## config.mk

```make
export PLATFORM = sky130hd
export DESIGN_NAME = mdu_iterative
export DESIGN_NICKNAME = d
export VERILOG_FILES = /design/src/rtl/mdu_pkg.sv /design/src/rtl/mdu_neg.sv /design/src/rtl/mdu_iterative.sv
export SDC_FILE = /design/constraint.sdc
export NUM_CORES = 1
export LEC_CHECK = 0
export ABC_AREA = 0
export CAP_MARGIN = 0
export CORE_MARGIN = 10
export CORE_UTILIZATION = 57
export CTS_CLUSTER_DIAMETER = 100
export DETAILED_ROUTE_END_ITERATION = 10
export HOLD_SLACK_MARGIN = 0.1
export PLACE_DENSITY = 0.86
export SYNTH_ARGS = -nofsm -noshare
export SYNTH_HDL_FRONTEND = slang
export SYNTH_HIERARCHICAL = 1
export SYNTH_SLANG_ARGS = --single-unit
```

## constraint.sdc

```tcl
create_clock -name Clk -period 7.1 [get_ports Clk]
set_clock_uncertainty 0.05 [all_clocks]
set_input_delay 1.42 -clock Clk [delete_from_list [all_inputs] [get_ports Clk]]
set_output_delay 1.42 -clock Clk [all_outputs]
set_load 0.02 [all_outputs]
```

## src/rtl/mdu_pkg.sv

```systemverilog
// Shared definitions for the iterative multiply/divide unit: op encoding,
// FSM states and iteration-count helpers.
package mdu_pkg;

  localparam logic [1:0] OP_MULTU = 2'b00;
  localparam logic [1:0] OP_MULT  = 2'b01;
  localparam logic [1:0] OP_DIVU  = 2'b10;
  localparam logic [1:0] OP_DIV   = 2'b11;

  typedef enum logic [1:0] {
    IDLE = 2'b00,
    CALC = 2'b01,
    FIX  = 2'b10,
    DONE = 2'b11
  } state_t;

  function automatic int ITER_MUL(input int nbit, input int bpc);
    return nbit / bpc;
  endfunction

  function automatic int ITER_DIV(input int nbit);
    return nbit;
  endfunction

endpackage

```

## src/rtl/mdu_neg.sv

```systemverilog
// Conditional two's-complement negate: result = en ? -value : value.
module mdu_neg #(
  parameter int W = 32
) (
  input  logic [W-1:0] value,
  input  logic         en,
  output logic [W-1:0] result
);

  assign result = en ? (~value + W'(1)) : value;

endmodule

```

## src/rtl/mdu_iterative.sv

```systemverilog
// Iterative MULTU/MULT/DIVU/DIV unit with Start/Busy/Done handshake.
// Optional macro MDU_EARLY_OUT_EN ends a multiply once the remaining multiplier bits are zero.
module mdu_iterative
  import mdu_pkg::*;
#(
  parameter int NBIT           = 32,
  parameter int BITS_PER_CYCLE = 2
) (
  input  logic            Clk,
  input  logic            Reset_n,
  input  logic            Start,
  input  logic [1:0]      Op,
  input  logic [NBIT-1:0] MA,
  input  logic [NBIT-1:0] MB,
  output logic            Busy,
  output logic            Done,
  output logic [NBIT-1:0] Hi,
  output logic [NBIT-1:0] Lo
);

  localparam int CW = $clog2(NBIT + 1);

  state_t              state, state_nx;
  logic                div_r, div_zero_r, neg_q_r, neg_r_r, done_r;
  logic [2*NBIT-1:0]   a_r, acc_r;
  logic [NBIT-1:0]     b_r, hi_r, lo_r;
  logic [CW-1:0]       cnt_r;

  logic                op_div, op_signed, div_zero, accept, last_iter;
  logic [NBIT-1:0]     mag_a, mag_b, b_nx, quo_fix, rem_fix;
  logic [2*NBIT-1:0]   part, acc_mul_nx, acc_div_nx, prod_fix;
  logic [NBIT:0]       rem_sh, diff;

  assign op_div    = (Op == OP_DIVU) || (Op == OP_DIV);
  assign op_signed = (Op == OP_MULT) || (Op == OP_DIV);
  assign div_zero  = op_div && (MB == '0);
  assign accept    = (state == IDLE) && Start;

  mdu_neg #(.W(NBIT)) u_mag_a (.value(MA), .en(op_signed & MA[NBIT-1]), .result(mag_a));
  mdu_neg #(.W(NBIT)) u_mag_b (.value(MB), .en(op_signed & MB[NBIT-1]), .result(mag_b));

  // Multiply step: shifted multiplicand times the low multiplier digit, added to a full-width accumulator
  always_comb begin
    part = '0;
    for (int i = 0; i < BITS_PER_CYCLE; i++) begin
      if (b_r[i]) part = part + (a_r << i);
    end
  end
  assign acc_mul_nx = acc_r + part;
  assign b_nx       = b_r >> BITS_PER_CYCLE;

  // Restoring divide step on {remainder, dividend/quotient}
  assign rem_sh = {acc_r[2*NBIT-1:NBIT], acc_r[NBIT-1]};
  assign diff   = rem_sh - {1'b0, b_r};
  assign acc_div_nx = diff[NBIT] ? {rem_sh[NBIT-1:0], acc_r[NBIT-2:0], 1'b0}
                                 : {diff[NBIT-1:0],   acc_r[NBIT-2:0], 1'b1};

  always_comb begin
    last_iter = (cnt_r == CW'(1));
`ifdef MDU_EARLY_OUT_EN
    if (!div_r && (b_nx == '0)) last_iter = 1'b1;
`endif
  end

  mdu_neg #(.W(2*NBIT)) u_prod (.value(acc_r), .en(neg_q_r), .result(prod_fix));
  mdu_neg #(.W(NBIT)) u_quo (.value(acc_r[NBIT-1:0]), .en(neg_q_r), .result(quo_fix));
  mdu_neg #(.W(NBIT)) u_rem (.value(acc_r[2*NBIT-1:NBIT]), .en(neg_r_r), .result(rem_fix));

  always_ff @(posedge Clk or negedge Reset_n) begin
    if (!Reset_n) state <= IDLE;
    else          state <= state_nx;
  end

  always_comb begin
    state_nx = state;
    case (state)
      IDLE:    if (Start) state_nx = div_zero ? FIX : CALC;
      CALC:    if (last_iter) state_nx = FIX;
      FIX:     state_nx = DONE;
      DONE:    state_nx = IDLE;
      default: state_nx = IDLE;
    endcase
  end

  always_ff @(posedge Clk or negedge Reset_n) begin
    if (!Reset_n) begin
      div_r      <= 1'b0;
      div_zero_r <= 1'b0;
      neg_q_r    <= 1'b0;
      neg_r_r    <= 1'b0;
      done_r     <= 1'b0;
      a_r        <= '0;
      acc_r      <= '0;
      b_r        <= '0;
      cnt_r      <= '0;
      hi_r       <= '0;
      lo_r       <= '0;
    end else begin
      // The Done pulse trails the DONE state by one edge; IDLE is then already open for a new Start
      done_r <= (state == DONE);
      if (accept) begin
        div_r      <= op_div;
        div_zero_r <= div_zero;
        neg_q_r    <= op_signed & (MA[NBIT-1] ^ MB[NBIT-1]);
        neg_r_r    <= op_signed & MA[NBIT-1];
        b_r        <= mag_b;
        if (op_div) begin
          cnt_r <= CW'(ITER_DIV(NBIT));
          a_r   <= {{NBIT{1'b0}}, MA};
          acc_r <= {{NBIT{1'b0}}, mag_a};
        end else begin
          cnt_r <= CW'(ITER_MUL(NBIT, BITS_PER_CYCLE));
          a_r   <= {{NBIT{1'b0}}, mag_a};
          acc_r <= '0;
        end
      end else if (state == CALC) begin
        cnt_r <= cnt_r - CW'(1);
        if (div_r) begin
          acc_r <= acc_div_nx;
        end else begin
          acc_r <= acc_mul_nx;
          a_r   <= a_r << BITS_PER_CYCLE;
          b_r   <= b_nx;
        end
      end else if (state == FIX) begin
        if (div_zero_r) begin
          hi_r <= a_r[NBIT-1:0];
          lo_r <= '1;
        end else if (div_r) begin
          hi_r <= rem_fix;
          lo_r <= quo_fix;
        end else begin
          hi_r <= prod_fix[2*NBIT-1:NBIT];
          lo_r <= prod_fix[NBIT-1:0];
        end
      end
    end
  end

  assign Busy = (state != IDLE);
  assign Done = done_r;
  assign Hi   = hi_r;
  assign Lo   = lo_r;

endmodule
```

==> out/metrics.yaml <==
status: "completed"
drive_gt1_share_pct: 7.36
fin_nets: 3622
synthFlopType: "dfrtp_1"
ir_worst_vdd_uv: 455
cts.clk_slew.worst_paths_ns: 0.07
insertion_delay_ns: 0.60
initial_core_util_pct: 57.4
critical_path_arrival_ns: 7.20
ys_top_cells_by_area: "dfrtp_1 22%, xnor2_1 8.7%, ha_1 6.7%, o21ai_0 6.4%, mux2i_1 5.7%"
yosysTopAreaCellShare_pct: 21.7
post-dp-hpwl_um: 67500
clockBufferDepth: 3
avgSynthCellArea_um2: 7.92
slowest_delay_ns: 0.54
vias: 26900
holdWs_ns: 0.453
crit_fanout: 97
syn2layout_area_growth_pct: 9.17
fin_crit_sh_pct: 94.8
syn_inst: 3444
worstHoldStart: "Hi[29]"
io_buffers: 134
maxCapViolCount: 0
rows: 80
drc_errors: 0
dp_cells: 3987
clk_root_buffer_cell: "clkbuf_16"
h-tree-depth: 1
yosysTopAreaCell: "dfrtp_1"
num_antenna_cells: 0
ys_seq_elements: 237
power.leakage_nw: 12.0
synth_edf_count: 0
cts_setup_buffers: 0
rsz0062_at_grt: "no"
timing.rr.start: "b_r[0]"
syn_area_mm2: 0.0273
grt_pass1_vias: 25200
period_needed_ns: 6.73
p_total_mw: 13.5
die_x_um: 239
relSlewSlack_pct: 26.5
worstSetupPathType: "register to register"
cpMaxStageDelayCell: "a2111oi_0"
synth_nets: 3663
grt_pass1_wl_um: 140000
r2r_end: "acc_r[63]"
wl_per_cell_um: 22.4
synthArstFlopShare_pct: 100
grtUsageTotal_pct: 30.5
drt_iter0_markers: 2790
dieArea_mm2: 0.0570
crit_top_cell: "a21oi_1"
fin_cells: 4041
cts_tree: "built"
fin_area_mm2: 0.0298
grt-ovfl-total: 0
place_area_mm2: 0.0287
yosysMostFrequentCell: "nand2_1"
timing.fmax_ghz: 0.148
hold_class: "register to register"
cp-start-kind: "register"
hold_path_depth: 1
routed_wl_um: 90500
die_height_um: 239
seq_area_frac_synth_pct: 21.7
hold_viol: 0
power_density_mw_per_mm2: 454
grt_max_degree: 150
tightestPinTransition_ns: 1.10
ys.warnings.count: 6
cts_num_sinks: 237
yosys.cell_types.count: 106
dr.pass1.iters: 5
ant_nets: 0
r2r_cells: 26
yosys-top-cells-count: "378 x nand2_1, 348 x o21ai_0, 271 x xnor2_1"
avgViaCountPerCell: 6.67
io_pins: 135
fin_tns_setup_ns: 0
coreArea_mm2: 0.0475
cp.required_ns: 7.57
numCtsBuffers: 29
rrSetupSlack_ns: 0.37
min_to: "Hi[29]"
setup-violations-final: 0
slew_viol_final: 0
grt_antenna_before_repair: 1
cp-end-kind: "register"
place.gp.congestion: 1.01
## cell type report
class,count,area [um^2]
Clock inverter,17,268
Timing Repair Buffer,166,1610
Inverter,97,364
Multi-Input combinational cell,2872,20000
Fill cell,4105,17800
Tap cell,615,769
Sequential cell,237,5940
Clock buffer,37,806
## worst max-delay path by stage
stage / from / endpoint / slack (ns) / cells past startpoint
floorplan: b_r[0] / acc_r[63] / 0.08 / 34
global placement: b_r[0] / acc_r[63] / 0.61 / 25
detailed placement: b_r[0] / acc_r[63] / 0.52 / 26
CTS: b_r[0] / acc_r[63] / 0.49 / 26
global route: b_r[0] / acc_r[63] / 0.01 / 24
finish: b_r[0] / acc_r[63] / 0.37 / 26
## worst max-delay path, delay by kind of cell (launching register included)
kind / cells / cell delay, ns
flops: 1 / 0.43
compound gates: 15 / 3.47
fa+ha+maj: 2 / 0.83
buf+inv: 2 / 0.40
simple gates: 6 / 1.22
mux: 1 / 0.26
## state kept, by name, summed over array words and instances (netlist names)
signal and cells:
Done 1, neg_r_r 1, div_zero_r 1, Hi 32
a_r 64, state 2, Lo 32, div_r 1
neg_q_r 1, acc_r 64, cnt_r 6, b_r 32
## timing repair
item                                   CTS  global route
endpoints found under the hold margin    0             0
setup endpoints to repair                0             1
gates resized for setup                  0             1
hold buffers                             0             0
## where the power goes
group | internal [mW] | switching [mW] | total [mW]
clock network | 1.02 | 0.657 | 1.68
registers | 1.88 | 1.31 | 3.19
logic | 3.60 | 5.05 | 8.65
## cell usage in the layout, fill, tap and decap left out, drive strengths merged, types with 83 or more instances in the layout
cell type	synthesis	final
inv	97	99
a21oi	252	252
clkdlybuf4s50	0	132
dfrtp	237	237
nand2	379	379
a21o	83	83
o21ai	357	357
nor2	175	175
xnor2	271	271
ha	147	147
mux2i	155	155
## per-stage QoR
step                util [%]  setup WS, ns
detailed placement      60.4         0.522
global route            62.7        0.0114
global placement        60.4         0.613
CTS                     62.7         0.495
floorplan                  -        0.0774
finish                  62.7         0.366
## layer usage
layer	global-route usage [%]	routed length, um	vias to the layer above
met5	0	15	-
met4	19.0	6280	2
met2	49.7	41600	1288
met3	4.45	6620	328
li1	-	-	12500
met1	37.3	36000	12800
## logic make-up after synthesis
family,after synthesis,synth area share [%]
AO/OA/AOI/OAI,1137,27.5
AND/OR/NAND/NOR,1022,19.6
XOR/XNOR,349,11.2
buffers and inverters,335,4.97
flip-flops,237,21.7
multiplexers,214,8.12
adder cells (fa/ha/maj),150,6.96
Power figures use the tool's default switching activity.
